## config.mk

```make
export PLATFORM = sky130hd
export DESIGN_NAME = neuron_mac_core
export DESIGN_NICKNAME = d
export VERILOG_FILES = /design/src/rtl/neuron_mac_core.sv
export SDC_FILE = /design/constraint.sdc
export NUM_CORES = 1
export LEC_CHECK = 0
export CELL_PAD_IN_SITES_DETAIL_PLACEMENT = 2
export CELL_PAD_IN_SITES_GLOBAL_PLACEMENT = 2
export CORE_MARGIN = 8
export CORE_UTILIZATION = 44
export CTS_BUF_LIST = sky130_fd_sc_hd__clkbuf_2 sky130_fd_sc_hd__clkbuf_4 sky130_fd_sc_hd__clkbuf_8
export CTS_CLUSTER_SIZE = 24
export DETAILED_ROUTE_END_ITERATION = 10
export PLACE_DENSITY = 0.9
export SLEW_MARGIN = 40
export SYNTH_ARGS = -nofsm -noshare
export SYNTH_HDL_FRONTEND = slang
export SYNTH_SLANG_ARGS = --single-unit
```

## constraint.sdc

```tcl
create_clock -name CLOCK -period 15.9 [get_ports CLOCK]
set_input_delay 3.18 -clock CLOCK [delete_from_list [all_inputs] [get_ports CLOCK]]
set_output_delay 3.18 -clock CLOCK [all_outputs]
set_load 0.05 [all_outputs]
```

## src/rtl/neuron_mac_core.sv

```systemverilog
// Fixed-point neuron: y = act(sum(a[i]*w[i]) + bias) over NINPUTS streamed operand pairs,
// with valid/ready streams, a run-time activation select and output saturation.
module neuron_mac_core #(
  parameter int DWIDTH  = 16,
  parameter int FRAC    = 8,
  parameter int NINPUTS = 8
) (
  input  logic              CLOCK,
  input  logic              RESET,
  input  logic              START,
  input  logic [DWIDTH-1:0] BIAS,
  input  logic [1:0]        ACT_MODE,
  input  logic              IN_VALID,
  output logic              IN_READY,
  input  logic [DWIDTH-1:0] STREAM_A,
  input  logic [DWIDTH-1:0] STREAM_B,
  output logic              OUT_VALID,
  input  logic              OUT_READY,
  output logic [DWIDTH-1:0] STREAM_O,
  output logic              OVERFLOW,
  output logic              BUSY
);

  // Headroom for NINPUTS full-range products plus the aligned bias, so the sum never wraps.
  localparam int ACCW = 2*DWIDTH + $clog2(NINPUTS) + 2;
  localparam int CNTW = (NINPUTS > 1) ? $clog2(NINPUTS) : 1;
  localparam logic [CNTW-1:0] LAST_BEAT = CNTW'(NINPUTS - 1);

  localparam logic signed [ACCW-1:0] ONE_VAL = ACCW'(1) << FRAC;
  localparam logic signed [ACCW-1:0] SAT_MAX = {{(ACCW-DWIDTH+1){1'b0}}, {(DWIDTH-1){1'b1}}};
  localparam logic signed [ACCW-1:0] SAT_MIN = {{(ACCW-DWIDTH+1){1'b1}}, {(DWIDTH-1){1'b0}}};

  typedef enum logic [1:0] {
    S_IDLE,
    S_ACCUM,
    S_ACT,
    S_OUT
  } state_t;

  state_t                   state_q, state_d;
  logic signed [ACCW-1:0]   acc_q, acc_d;
  logic [CNTW-1:0]          cnt_q, cnt_d;
  logic [1:0]               mode_q, mode_d;
  logic                     in_ready_q, in_ready_d;
  logic                     out_valid_q, out_valid_d;
  logic [DWIDTH-1:0]        stream_o_q, stream_o_d;
  logic                     overflow_q, overflow_d;
  logic                     busy_q, busy_d;

  logic signed [2*DWIDTH-1:0] prod;
  logic signed [ACCW-1:0]     prod_ext;
  logic signed [ACCW-1:0]     bias_ext;
  logic signed [ACCW-1:0]     shifted;
  logic signed [ACCW-1:0]     act_val;
  logic [DWIDTH-1:0]          sat_val;
  logic                       sat_ovf;

  // NOTE: every variable assigned in an always_comb gets a default first, so no path
  // leaves it unassigned and no latch is inferred.
  always_comb begin
    prod     = $signed(STREAM_A) * $signed(STREAM_B);
    prod_ext = {{(ACCW-2*DWIDTH){prod[2*DWIDTH-1]}}, prod};
    bias_ext = {{(ACCW-DWIDTH){BIAS[DWIDTH-1]}}, BIAS} << FRAC;
    shifted  = acc_q >>> FRAC;

    act_val = shifted;
    case (mode_q)
      2'd0: act_val = shifted;
      2'd1: act_val = shifted[ACCW-1] ? '0 : shifted;
      2'd2: act_val = shifted[ACCW-1] ? (shifted >>> 3) : shifted;
      2'd3: begin
        if (shifted[ACCW-1])       act_val = '0;
        else if (shifted > ONE_VAL) act_val = ONE_VAL;
        else                       act_val = shifted;
      end
    endcase

    sat_ovf = 1'b0;
    sat_val = act_val[DWIDTH-1:0];
    if (act_val > SAT_MAX) begin
      sat_val = {1'b0, {(DWIDTH-1){1'b1}}};
      sat_ovf = 1'b1;
    end else if (act_val < SAT_MIN) begin
      sat_val = {1'b1, {(DWIDTH-1){1'b0}}};
      sat_ovf = 1'b1;
    end
  end

  always_comb begin
    state_d    = state_q;
    acc_d      = acc_q;
    cnt_d      = cnt_q;
    mode_d     = mode_q;
    stream_o_d = stream_o_q;
    overflow_d = overflow_q;

    case (state_q)
      S_IDLE: begin
        if (START) begin
          acc_d   = bias_ext;
          mode_d  = ACT_MODE;
          cnt_d   = '0;
          state_d = S_ACCUM;
        end
      end
      S_ACCUM: begin
        if (IN_VALID && in_ready_q) begin
          acc_d = acc_q + prod_ext;
          cnt_d = cnt_q + 1'b1;
          if (cnt_q == LAST_BEAT) state_d = S_ACT;
        end
      end
      S_ACT: begin
        stream_o_d = sat_val;
        overflow_d = sat_ovf;
        state_d    = S_OUT;
      end
      S_OUT: begin
        if (out_valid_q && OUT_READY) state_d = S_IDLE;
      end
    endcase

    // OUT_VALID rises on the second cycle in OUT, one cycle after the result is registered.
    in_ready_d  = (state_d == S_ACCUM);
    busy_d      = (state_d != S_IDLE);
    out_valid_d = (state_q == S_OUT) && (state_d == S_OUT);
  end

  // NOTE: sequential state uses non-blocking assignments so every flop samples the
  // pre-edge values regardless of statement order.
  always_ff @(posedge CLOCK) begin
    if (RESET) begin
      state_q     <= S_IDLE;
      acc_q       <= '0;
      cnt_q       <= '0;
      mode_q      <= '0;
      in_ready_q  <= 1'b0;
      out_valid_q <= 1'b0;
      stream_o_q  <= '0;
      overflow_q  <= 1'b0;
      busy_q      <= 1'b0;
    end else begin
      state_q     <= state_d;
      acc_q       <= acc_d;
      cnt_q       <= cnt_d;
      mode_q      <= mode_d;
      in_ready_q  <= in_ready_d;
      out_valid_q <= out_valid_d;
      stream_o_q  <= stream_o_d;
      overflow_q  <= overflow_d;
      busy_q      <= busy_d;
    end
  end

  assign IN_READY  = in_ready_q;
  assign OUT_VALID = out_valid_q;
  assign STREAM_O  = stream_o_q;
  assign OVERFLOW  = overflow_q;
  assign BUSY      = busy_q;

endmodule

```

==> results summary <==
The run finished with clean final reports. The critical path arrival is roughly 11 ns. Summing all placed instances gives a cell area of about 16000 um2. The startpoint identified for the worst register-to-register timing path is acc_q[15]$_SDFFE_PP0P_. The startpoint of the most critical hold path is STREAM_O[10]$_SDFFE_PP0N_. At the end of routability-driven placement, the weighted congestion stood at 0.885. The worst setup path is launched from a primary input.

The global-route met2 utilization came out at 54.5%. The area growth from synthesis to final layout came out at 8.93%. The number of antenna violations at the first check in global routing is 0. The boundary pin count is 75. The mean number of vias per cell is 5.70. The data required time of the critical path came out at between 15 and 20 ns. The H-tree generated during clock tree synthesis spans 3 levels. Of all cell types, the one taking the most synthesized area is sky130_fd_sc_hd__fa_1. Once routing completed, OpenROAD measured the worst setup slack at 5.40 ns. The top cell type by area accounts for between 40% and 50% of the synthesized area.

The first routing iteration left just under 600 violations. The final layout contains routed wiring with a total length of ~57000 um. The most congested layer reported by global routing is met2. Setup violations remaining at the end of the flow were counted as 0.

The CTS clock-pin slew for the worst setup and hold paths came out at approximately 0.070 ns. The number of nets produced by synthesis came out at ~2100. The final sum of negative setup slack is 0 ns. The final global-route overflow total came out at 0. For this run, design rule violations remaining after detail routing come to 0.

In the global route stage, met1 resource usage came out at 30.9%. The total count of hold-check failures in the final report is 0. Detailed placement ended at an HPWL of between 40000 and 50000 um.

The width of the chip is 200 um. The portion of the clock cycle consumed by the worst path in the final layout is between 60% and 70%. In this run the worst hold path is classified as register to register. Summing all non-filler instances in the final layout gives an area of 16200 um2. The overall die area is ~40000 um2. TritonCTS built the clock tree.

The total number of vias is between 10000 and 15000. The region available for standard cell placement spans 33400 um2. The cell count of the worst reg-to-reg path came out at 18. The max capacitance violation total is 0. Input and output buffers added on the ports amount to 74. In this run the tightest slew margin relative to its limit is between 30% and 40%.

The worst setup slack after placement came out at ~5.1 ns. The number of cells on the worst hold path came out at 2. Dividing the detail-routed wire length by the instance count gives 26.5 um. For this run, global-route usage on met3 was measured as 3.77%. In this run, post-CTS hold repair placed 0 buffers.

The total track usage came out at about 29%. The die is between 200 and 250 um tall. Among all cell types in the netlist, the one instantiated most often is sky130_fd_sc_hd__inv_1.

The largest net degree at the start of global routing is slightly above 50. The top fanout value on the critical path came out at 16. Once the clock tree was built, the setup fixing pass inserted 0 buffers.

The maximum clock path buffer count is 2. The first TritonRoute pass finished after 5 iterations. The number of core rows is 67.

Ranked by total cell area, the synthesized netlist is headed by sky130_fd_sc_hd__fa_1, sky130_fd_sc_hd__ha_1, sky130_fd_sc_hd__inv_1, sky130_fd_sc_hd__dfxtp_1, sky130_fd_sc_hd__and2_1. The post-layout net count is 2169. The share of flip-flops with an asynchronous set or reset after synthesis is 0%. The number of cells upsized or downsized after cts came out at 0.

Dividing the synthesized area by the synthesized cell count gives 8.98 um2. For this run, the leading register cell type out of synthesis is sky130_fd_sc_hd__dfxtp_1. The yosys synthesis warning count came out at 0.

Tracing the worst setup path back leads to its startpoint at STREAM_A[15]. The final critical path time including I/O delays and setup came out at 10.50 ns. The maximum clock skew at final layout is between 0.006 and 0.007 ns.

Setup repair after global routing left no endpoint under its margin. The maximum achievable frequency is 0.0953 GHz. The number of instances in the synthesized netlist came out at 1659. The number of flops mapped to enable cells by yosys is 0.

The cell area after technology mapping is 14900 um2. In the synthesized netlist, the cells that appear most often are sky130_fd_sc_hd__inv_1, sky130_fd_sc_hd__fa_1, sky130_fd_sc_hd__nand2_1. The worst hold path terminates at STREAM_O[10]$_SDFFE_PP0N_. The measured slew at the worst slew-check pin is 0.912 ns. The worst setup path is captured at a register.

The total CTS buffers is 9. The endpoint identified for the worst register-to-register timing path is acc_q[33]$_SDFFE_PP0P_. The first global-routing pass estimated roughly 87000 um of wire. The number of antenna diodes in the final layout is 0. The sequential share of the synthesized area is 8.60%.

The critical path is of the primary input to register type. The count of state elements after synthesis came out at 64. Of the cells placed in the final design, the portion with a size suffix greater than 1 is 3.49%. The starting density of the core is 44.5%. The remaining antenna violation count after routing is 0. The via count of the first global-routing pass came to 14900. The final count of pins violating max slew came out at 0.

The total number of clock tree sinks came out at 64. The setup slack of the most critical reg-to-reg path is just under 10 ns. Yosys mapped the design onto 67 distinct sky130hd cell types. CTS placed an instance of sky130_fd_sc_hd__clkbuf_8 at the clock tree root. The clock latency reported for the late side of the worst-skew pair is 0.35 ns. The fill cell instance count of the final layout is 3593.
## worst max path at each step
stage                              to  depth (start not counted)
2_1_floorplan  acc_q[36]$_SDFFE_PP0P_                         19
3_3_place_gp   acc_q[36]$_SDFFE_PP0P_                         21
3_5_place_dp   acc_q[33]$_SDFFE_PP0P_                         20
4_1_cts        acc_q[33]$_SDFFE_PP0P_                         20
5_1_grt        acc_q[33]$_SDFFE_PP0P_                         20
6_report       acc_q[33]$_SDFFE_PP0P_                         20
## kinds of logic (layout without fill, tap and decap cells)
| group | after synthesis | in the layout | synth area share (%) |
|---|---|---|---|
| flops | 64 | 64 | 8.60 |
| xor+xnor | 22 | 22 | 1.29 |
| fa+ha+maj | 429 | 429 | 52.0 |
| simple gates | 474 | 474 | 15.3 |
| compound gates | 235 | 235 | 11.6 |
| buf+inv | 432 | 463 | 10.9 |
| mux | 3 | 3 | 0.210 |
## flip-flops by register name, summed over array words and instances, names as in the netlist
name and count:
BUSY 1, IN_READY 1, OUT_VALID 1, OVERFLOW 1, STREAM_O 16, acc_q 37
cnt_q 3, mode_q 2, state_q 2
## final cells by class
cell class | count | area [um2] | area share (%)
timing repair buffer | 82 | 786 | 4.84
clock inverter | 5 | 80.1 | 0.493
sequential | 64 | 1280 | 7.89
inverter | 365 | 1370 | 8.44
multi-input combinational | 1163 | 12000 | 74.0
clock buffer | 11 | 145 | 0.894
tap | 448 | 561 | 3.45
## worst max-delay path, stage by stage
cell and delay [ns]:
sky130_fd_sc_hd__clkdlybuf4s50_1 0.90, sky130_fd_sc_hd__nand2_1 0.29, sky130_fd_sc_hd__inv_1 0.17, sky130_fd_sc_hd__fa_2 0.49, sky130_fd_sc_hd__fa_1 0.88, sky130_fd_sc_hd__fa_1 0.57, sky130_fd_sc_hd__fa_1 0.56, sky130_fd_sc_hd__fa_1 0.55
sky130_fd_sc_hd__inv_1 0.07, sky130_fd_sc_hd__fa_1 0.56, sky130_fd_sc_hd__inv_1 0.06, sky130_fd_sc_hd__ha_1 0.42, sky130_fd_sc_hd__a21oi_1 0.22, sky130_fd_sc_hd__o21ai_0 0.13, sky130_fd_sc_hd__a21oi_1 0.19, sky130_fd_sc_hd__o21ai_0 0.24
sky130_fd_sc_hd__a31o_2 0.34, sky130_fd_sc_hd__o211ai_1 0.32, sky130_fd_sc_hd__a21oi_1 0.12, sky130_fd_sc_hd__a2111oi_0 0.43
## layer usage
layer,vias to the layer above,share of wire [%]
met1,6404,36
met5,-,0
met2,362,54
met4,0,6.3
li1,5215,-
met3,208,3.6
## metrics by stage
step                hold slack [ns]  util [%]  std cells
finish                        0.472      48.5       2138
global route                  0.501      48.5       2138
CTS                           0.479      48.5       2138
detailed placement            0.463      47.9       2122
global placement              0.463      47.8       2122
floorplan                     0.436         -       1659
## cell usage in the layout (no fill, tap or decap), types with 5 or more instances in the layout
cell type	count
sky130_fd_sc_hd__ha_1	111
sky130_fd_sc_hd__fa_1	317
sky130_fd_sc_hd__o211ai_1	7
sky130_fd_sc_hd__a311oi_1	11
sky130_fd_sc_hd__xnor2_1	15
sky130_fd_sc_hd__a22oi_1	30
sky130_fd_sc_hd__and2_1	119
sky130_fd_sc_hd__or3_1	9
sky130_fd_sc_hd__and3_1	10
sky130_fd_sc_hd__a21o_1	19
sky130_fd_sc_hd__nor2_1	71
sky130_fd_sc_hd__o22ai_1	6
sky130_fd_sc_hd__a211oi_1	11
sky130_fd_sc_hd__nor2b_1	5
sky130_fd_sc_hd__xor2_1	7
sky130_fd_sc_hd__nand4_1	6
sky130_fd_sc_hd__nand3_1	25
sky130_fd_sc_hd__nor3_1	15
sky130_fd_sc_hd__o21bai_1	6
sky130_fd_sc_hd__clkdlybuf4s50_1	71
sky130_fd_sc_hd__dfxtp_1	64
sky130_fd_sc_hd__nand2_1	191
sky130_fd_sc_hd__o211ai_2	10
sky130_fd_sc_hd__o21a_1	6
sky130_fd_sc_hd__clkbuf_8	10
sky130_fd_sc_hd__o21ai_0	20
sky130_fd_sc_hd__inv_1	365
sky130_fd_sc_hd__a21oi_1	61
sky130_fd_sc_hd__buf_4	8
Power is left out: the tool's default activity adds up to more than one toggle a clock period on the data nets, which glitch-free logic cannot reach.
